File: src/rtl/tbus_master.sv
// ---------------------------------------------------------------------------
// tbus_master
//   Bus initiator for the tagged 64-bit multiplexed address/data memory bus.
//   Non-CPU agents issue read, write and atomic swap requests through a
//   valid/ready port. Requests are queued in a small FIFO and executed in
//   order. Read data (read, and the old value of a swap) comes back as a
//   one-cycle pulse on the response port.
//
//   Parameters
//     FIFO_DEPTH : request FIFO entries (power of two, >= 2)
//     AW         : word-address width, drives o_ad[AW-1:0]
//
//   Ports
//     clk, reset           : clock (rising edge), synchronous active-low reset
//     req_valid/req_ready  : request handshake (ready = FIFO not full)
//     req_op               : 00 read, 01 write, 10 swap, 11 reserved (dropped)
//     req_addr/data/tag    : request word address, write data and tag
//     rsp_valid/data/tag   : one-cycle response pulse with read data and tag
//     busy                 : FIFO non-empty or a transaction in flight
//     o_ad, o_tag          : multiplexed address/data and tag to memory
//     o_astb, o_rd, o_wr   : address, read and write strobes
//     o_atomic             : read-modify-write flag for swaps
//     i_data, i_tag        : memory read data/tag, valid one cycle after o_rd
//
//   Optional build macro TBUS_MASTER_STATS_EN adds stat_rd, stat_wr and
//   stat_swap operation counters.
// ---------------------------------------------------------------------------
module tbus_master #(
    parameter int FIFO_DEPTH = 4,
    parameter int AW         = 20
) (
    input  logic          clk,
    input  logic          reset,
    input  logic          req_valid,
    output logic          req_ready,
    input  logic [1:0]    req_op,
    input  logic [AW-1:0] req_addr,
    input  logic [63:0]   req_data,
    input  logic [7:0]    req_tag,
    output logic          rsp_valid,
    output logic [63:0]   rsp_data,
    output logic [7:0]    rsp_tag,
    output logic          busy,
    output logic [63:0]   o_ad,
    output logic [7:0]    o_tag,
    output logic          o_astb,
    output logic          o_atomic,
    output logic          o_rd,
    output logic          o_wr,
    input  logic [63:0]   i_data,
    input  logic [7:0]    i_tag
`ifdef TBUS_MASTER_STATS_EN
    ,
    output logic [31:0]   stat_rd,
    output logic [31:0]   stat_wr,
    output logic [31:0]   stat_swap
`endif
);

    localparam int PW   = $clog2(FIFO_DEPTH);
    localparam int PTRW = PW + 1;

    typedef enum logic [2:0] {IDLE, ADDR, RD, RCAP, WR} state_e;
    typedef enum logic [1:0] {
        OP_READ  = 2'b00,
        OP_WRITE = 2'b01,
        OP_SWAP  = 2'b10,
        OP_RSVD  = 2'b11
    } op_e;

    // Request FIFO storage (no reset needed: guarded by the pointers)
    logic [1:0]    fifo_op_mem   [FIFO_DEPTH];
    logic [AW-1:0] fifo_addr_mem [FIFO_DEPTH];
    logic [63:0]   fifo_data_mem [FIFO_DEPTH];
    logic [7:0]    fifo_tag_mem  [FIFO_DEPTH];

    logic [PTRW-1:0] wr_ptr_q, wr_ptr_d;
    logic [PTRW-1:0] rd_ptr_q, rd_ptr_d;
    state_e          state_q, state_d;
    op_e             op_q, op_d;
    logic [AW-1:0]   addr_q, addr_d;
    logic [63:0]     data_q, data_d;
    logic [7:0]      tag_q, tag_d;

    logic            req_ready_q, req_ready_d;
    logic            busy_q, busy_d;
    logic            rsp_valid_q, rsp_valid_d;
    logic [63:0]     rsp_data_q, rsp_data_d;
    logic [7:0]      rsp_tag_q, rsp_tag_d;
    logic [63:0]     o_ad_q, o_ad_d;
    logic [7:0]      o_tag_q, o_tag_d;
    logic            o_astb_q, o_astb_d;
    logic            o_atomic_q, o_atomic_d;
    logic            o_rd_q, o_rd_d;
    logic            o_wr_q, o_wr_d;

    logic push, pop, empty, full_d;
    op_e  head_op;

    assign push    = req_valid && req_ready_q;
    assign empty   = (wr_ptr_q == rd_ptr_q);
    assign pop     = (state_q == IDLE) && !empty;
    assign head_op = op_e'(fifo_op_mem[rd_ptr_q[PW-1:0]]);

    always_ff @(posedge clk) begin
        if (push) begin
            fifo_op_mem[wr_ptr_q[PW-1:0]]   <= req_op;
            fifo_addr_mem[wr_ptr_q[PW-1:0]] <= req_addr;
            fifo_data_mem[wr_ptr_q[PW-1:0]] <= req_data;
            fifo_tag_mem[wr_ptr_q[PW-1:0]]  <= req_tag;
        end
    end

    always_comb begin
        wr_ptr_d = wr_ptr_q + PTRW'(push);
        rd_ptr_d = rd_ptr_q + PTRW'(pop);
        full_d   = (wr_ptr_d[PW] != rd_ptr_d[PW]) &&
                   (wr_ptr_d[PW-1:0] == rd_ptr_d[PW-1:0]);

        state_d = state_q;
        op_d    = op_q;
        addr_d  = addr_q;
        data_d  = data_q;
        tag_d   = tag_q;

        case (state_q)
            IDLE: begin
                if (pop) begin
                    op_d   = head_op;
                    addr_d = fifo_addr_mem[rd_ptr_q[PW-1:0]];
                    data_d = fifo_data_mem[rd_ptr_q[PW-1:0]];
                    tag_d  = fifo_tag_mem[rd_ptr_q[PW-1:0]];
                    // Reserved ops are consumed here and never reach the bus
                    if (head_op != OP_RSVD) state_d = ADDR;
                end
            end
            ADDR:    state_d = (op_q == OP_WRITE) ? WR : RD;
            RD:      state_d = RCAP;
            RCAP:    state_d = (op_q == OP_SWAP) ? WR : IDLE;
            WR:      state_d = IDLE;
            default: state_d = IDLE;
        endcase

        // Outputs are registered: decode them from the state being entered
        req_ready_d = !full_d;
        busy_d      = (wr_ptr_d != rd_ptr_d) || (state_d != IDLE);
        o_astb_d    = (state_d == ADDR);
        o_rd_d      = (state_d == RD);
        o_wr_d      = (state_d == WR);
        o_atomic_d  = (state_d != IDLE) && (op_d == OP_SWAP);
        o_ad_d      = '0;
        o_tag_d     = '0;
        if (state_d == ADDR) begin
            o_ad_d = 64'(addr_d);
        end else if (state_d == WR) begin
            o_ad_d  = data_d;
            o_tag_d = tag_d;
        end

        // Memory data is valid during RCAP; it is presented the cycle after
        rsp_valid_d = (state_q == RCAP);
        rsp_data_d  = (state_q == RCAP) ? i_data : rsp_data_q;
        rsp_tag_d   = (state_q == RCAP) ? i_tag  : rsp_tag_q;
    end

    always_ff @(posedge clk) begin
        if (!reset) begin
            wr_ptr_q    <= '0;
            rd_ptr_q    <= '0;
            state_q     <= IDLE;
            op_q        <= OP_READ;
            addr_q      <= '0;
            data_q      <= '0;
            tag_q       <= '0;
            req_ready_q <= 1'b0;
            busy_q      <= 1'b0;
            rsp_valid_q <= 1'b0;
            rsp_data_q  <= '0;
            rsp_tag_q   <= '0;
            o_ad_q      <= '0;
            o_tag_q     <= '0;
            o_astb_q    <= 1'b0;
            o_atomic_q  <= 1'b0;
            o_rd_q      <= 1'b0;
            o_wr_q      <= 1'b0;
        end else begin
            wr_ptr_q    <= wr_ptr_d;
            rd_ptr_q    <= rd_ptr_d;
            state_q     <= state_d;
            op_q        <= op_d;
            addr_q      <= addr_d;
            data_q      <= data_d;
            tag_q       <= tag_d;
            req_ready_q <= req_ready_d;
            busy_q      <= busy_d;
            rsp_valid_q <= rsp_valid_d;
            rsp_data_q  <= rsp_data_d;
            rsp_tag_q   <= rsp_tag_d;
            o_ad_q      <= o_ad_d;
            o_tag_q     <= o_tag_d;
            o_astb_q    <= o_astb_d;
            o_atomic_q  <= o_atomic_d;
            o_rd_q      <= o_rd_d;
            o_wr_q      <= o_wr_d;
        end
    end

    assign req_ready = req_ready_q;
    assign busy      = busy_q;
    assign rsp_valid = rsp_valid_q;
    assign rsp_data  = rsp_data_q;
    assign rsp_tag   = rsp_tag_q;
    assign o_ad      = o_ad_q;
    assign o_tag     = o_tag_q;
    assign o_astb    = o_astb_q;
    assign o_atomic  = o_atomic_q;
    assign o_rd      = o_rd_q;
    assign o_wr      = o_wr_q;

`ifdef TBUS_MASTER_STATS_EN
    logic [31:0] stat_rd_q, stat_rd_d;
    logic [31:0] stat_wr_q, stat_wr_d;
    logic [31:0] stat_swap_q, stat_swap_d;

    // Each counter steps at the end of its operation's final strobe cycle
    always_comb begin
        stat_rd_d   = stat_rd_q   + 32'(state_q == RD && op_q == OP_READ);
        stat_wr_d   = stat_wr_q   + 32'(state_q == WR && op_q == OP_WRITE);
        stat_swap_d = stat_swap_q + 32'(state_q == WR && op_q == OP_SWAP);
    end

    always_ff @(posedge clk) begin
        if (!reset) begin
            stat_rd_q   <= '0;
            stat_wr_q   <= '0;
            stat_swap_q <= '0;
        end else begin
            stat_rd_q   <= stat_rd_d;
            stat_wr_q   <= stat_wr_d;
            stat_swap_q <= stat_swap_d;
        end
    end

    assign stat_rd   = stat_rd_q;
    assign stat_wr   = stat_wr_q;
    assign stat_swap = stat_swap_q;
`endif

endmodule

File: config.mk
export PLATFORM = sky130hd
export DESIGN_NAME = tbus_master
export DESIGN_NICKNAME = d
export VERILOG_FILES = /design/src/rtl/tbus_master.sv
export SDC_FILE = /design/constraint.sdc
export NUM_CORES = 1
export LEC_CHECK = 0
export BUFFER_PORTS_ARGS = -buffer_cell sky130_fd_sc_hd__buf_4
export CORE_UTILIZATION = 41
export DETAILED_ROUTE_END_ITERATION = 8
export PLACE_DENSITY = 0.63
export SETUP_SLACK_MARGIN = 0.15
export SYNTH_ARGS = -nofsm -noshare
export SYNTH_HDL_FRONTEND = slang
export SYNTH_SLANG_ARGS = --single-unit
File: constraint.sdc
create_clock -name clk -period 9.76 [get_ports clk]
set_input_delay 0.976 -clock clk [delete_from_list [all_inputs] [get_ports clk]]
set_output_delay 0.976 -clock clk [all_outputs]
set_load 0.05 [all_outputs]
==> flow_summary.toml <==
[cells_and_area]
fin_cells = 2408
final_core_util_pct = 51.5
area.growth.synth_to_final_pct = 24.1
drive_above_1_share_pct = 31.4
final_area_um2 = 27000
finalNetCount = 1838

[synthesis]
syn_inst = 1338
synth_top_area_share_pct = 51.8
synth_edf_count = 376
ys_async_sr_fraction_pct = 0
synthSimpleGateAreaFrac_pct = 5.91
avgSynthCellArea_um2 = 16.3
ys.flop_type = "edfxtp_1"
synthTopCellsByArea = "edfxtp_1, dfxtp_1, mux4_2"
synth_fp_nets = 1511
yosysSeqAreaShare_pct = 75.1
muxShareOfSynthArea_pct = 14.0
synthAdderAreaFrac_pct = 0.230
synth_warnings = 0
synth_xor_area_share_pct = 0.321
synth_area_um2 = 21800
synth_compound_gate_area_share_pct = 2.49
synth_seq_cells = 630
synth.distinct_cells = 36
synth_top_family_by_area = "multiplexers"
yosys.area.top_type = "edfxtp_1"

[pwr]
seq_power_share_pct = 45.0
p_sw_share_pct = 26.4
p_int_mw = 5.12
p_leak_nw = 9.72
power.share.clock_pct = 35.9
total_power_mw = 6.96
combPwrFrac_pct = 19.1
p_sw_mw = 1.84
irDropWorstVdd_v = 0.000175
power_density_nw_per_um2 = 257

[global_route]
grt_overflow_total = 0
grt_antenna_before_repair = 8
globalRouteTotalUtil_pct = 17.9
grt_max_degree = 114
grt_pass1_vias = 12200
grt_pass1_wl_um = 72000

[timing]
slew_violations = 0
fmax_ghz = 0.289
fin_setup_tns_ns = 0
slew_headroom_pct = 27.9
finClkSkew_ns = 0.0217
rsz0062_at_grt = "false"
hold_viol_final = 0
holdWs_ns = 0.454
fin_crit_sh_pct = 35.5
fin_crit_ns = 3.46
tightest_slew_ns = 1.08
worst_slack_ns = 6.30
setup_viol = 0

[placed_design]
io_buffers = 319
dpl.cell_count = 2283
placed_area_um2 = 24800
gp_congestion = 0.804
pre_cts_ws_ns = 6.21
hpwlAfterDp_um = 28500

[drt]
viasPerCell = 4.97
drt_iter0_drc = 524
dr.pass1.iters = 5
wl_um = 48500
wl_met2_um = 22900
num_vias = 12000
drc = 0
topRoutingLayerUsed = "met5"
drtAntennaViolNets = 0
wl_per_cell_um = 20.2
wl_met1_um = 20400
wl_met3_um = 4240

[clock_tree]
post-cts-setup-buffer-count = 0
cts_buffers = 68
htreeDepth = 3
clk_latency_ns = 0.58
path_clk_slew_ns = 0.06
cts-root-buf = "clkbuf_16"
clock_path_buffers = 3
cts_hold_buf = 0
cts_tree = "yes"
cts-resized-gates = 0
cts_sinks = 630

[flow_run]
drv_cap = 0

[setup_path]
critPathLaunchType = "register"
arrival_ns = 3.85
rrSetupSlack_ns = 6.30
crit_path_end_kind = "register"
critPathKind = "reg2reg"
crit_required_ns = 10.15
cp_max_fo = 52

[run_status]
status = "complete, no violations"

[die]
dieArea_um2 = 54100
die_h_um = 233
rows = 84
core_um2 = 52600
start_util_pct = 41.5
ios = 320
fp.dieW_um = 233

[hold_path]
min_path_type = "reg2reg"
==> power groups by stage <==
stage,sequential [mW],clock [mW],combinational (mW)
2_1_floorplan,3.29,0,0.941
3_3_place_gp,3.19,0,1.33
3_5_place_dp,3.19,0,1.35
4_1_cts,3.14,2.57,1.36
5_1_grt,3.16,2.67,1.45
6_report,3.14,2.50,1.33
==> critical path, stage by stage, from the launching register on <==
cell     delay (ns)
dfxtp_4        0.71
xnor2_1        0.24
a31oi_4        0.23
buf_4          0.79
buf_4          0.83
mux2i_1        0.32
o22ai_1        0.12
==> flip-flops by register name (all words and copies together), names as in the netlist, 2 cells and up <==
name,flops
rsp_data,64
wr_ptr_q,3
rd_ptr_q,3
rsp_tag,8
o_tag,8
fifo_data_mem,256
fifo_addr_mem,80
data_q,64
o_ad,64
tag_q,8
op_q,2
fifo_op_mem,8
addr_q,20
state_q,3
fifo_tag_mem,32
==> synthesized netlist by cell type (2+ instances only) <==
cell,n
buf_8,4
nand3b_1,2
o22ai_1,20
buf_4,10
edfxtp_1,376
nor3b_1,3
mux2i_1,94
nand2b_1,5
ha_1,4
buf_2,9
clkbuf_1,53
a31oi_1,2
mux4_2,94
a21oi_1,73
and2_1,8
nor2_1,152
nand2_1,148
xor2_1,3
xnor2_1,5
inv_1,4
dfxtp_1,254
==> area by class of cell <==
| type | count | area [µm²] |
|---|---|---|
| fill | 4352 | 25500 |
| sequential | 630 | 16400 |
| multi-input combinational | 625 | 5060 |
| timing repair buffer | 335 | 2510 |
| clock buffer | 104 | 2050 |
| tap | 688 | 861 |
| clock inverter | 18 | 148 |
| inverter | 5 | 23.8 |
| antenna | 3 | 7.51 |
==> path summary, 6_finish.rpt <==
check / from / endpoint / depth (start not counted)
worst max-delay path: rd_ptr_q[1] / o_ad[19] / 6
worst min-delay path: rsp_data[21] / rsp_data[21] / 2
worst max register to register: rd_ptr_q[1] / o_ad[19] / 6
worst min register to register: rsp_data[21] / rsp_data[21] / 2
==> per-layer routing <==
layer	track usage, %	vias to the layer above
met5	0	-
met4	5.78	10
met3	6.31	73
met2	28.9	381
met1	22.5	5934
li1	-	5571
==> cells by family (layout without fill, tap and decap cells) <==
kind of cell / after synthesis / in the layout
AOI/OAI and AO/OA: 100 / 100
xor gates and xnor gates: 8 / 8
DFF: 630 / 630
other: 0 / 3
adders and majority gates: 4 / 4
muxes: 188 / 188
and+or+nand+nor: 325 / 325
buffers and inverters: 83 / 462
==> layout by cell type (no fill, tap or decap), types with 2 or more instances in the layout <==
| cell | count |
|---|---|
| diode_2 | 3 |
| nor2_1 | 152 |
| xnor2_1 | 5 |
| and2_1 | 8 |
| nand2b_1 | 4 |
| a21oi_1 | 73 |
| buf_4 | 335 |
| clkinv_1 | 3 |
| dfxtp_4 | 2 |
| mux2i_1 | 94 |
| ha_1 | 4 |
| mux4_2 | 94 |
| edfxtp_1 | 376 |
| clkbuf_16 | 72 |
| nand2_1 | 148 |
| nor3b_2 | 2 |
| clkinv_2 | 9 |
| dfxtp_1 | 252 |
| inv_6 | 3 |
| bufinv_16 | 2 |
| o22ai_1 | 20 |
| inv_1 | 4 |
| clkbuf_1 | 19 |
| clkbuf_8 | 13 |
| xor2_1 | 3 |
| nand3b_1 | 2 |
Power figures use the tool's default switching activity.
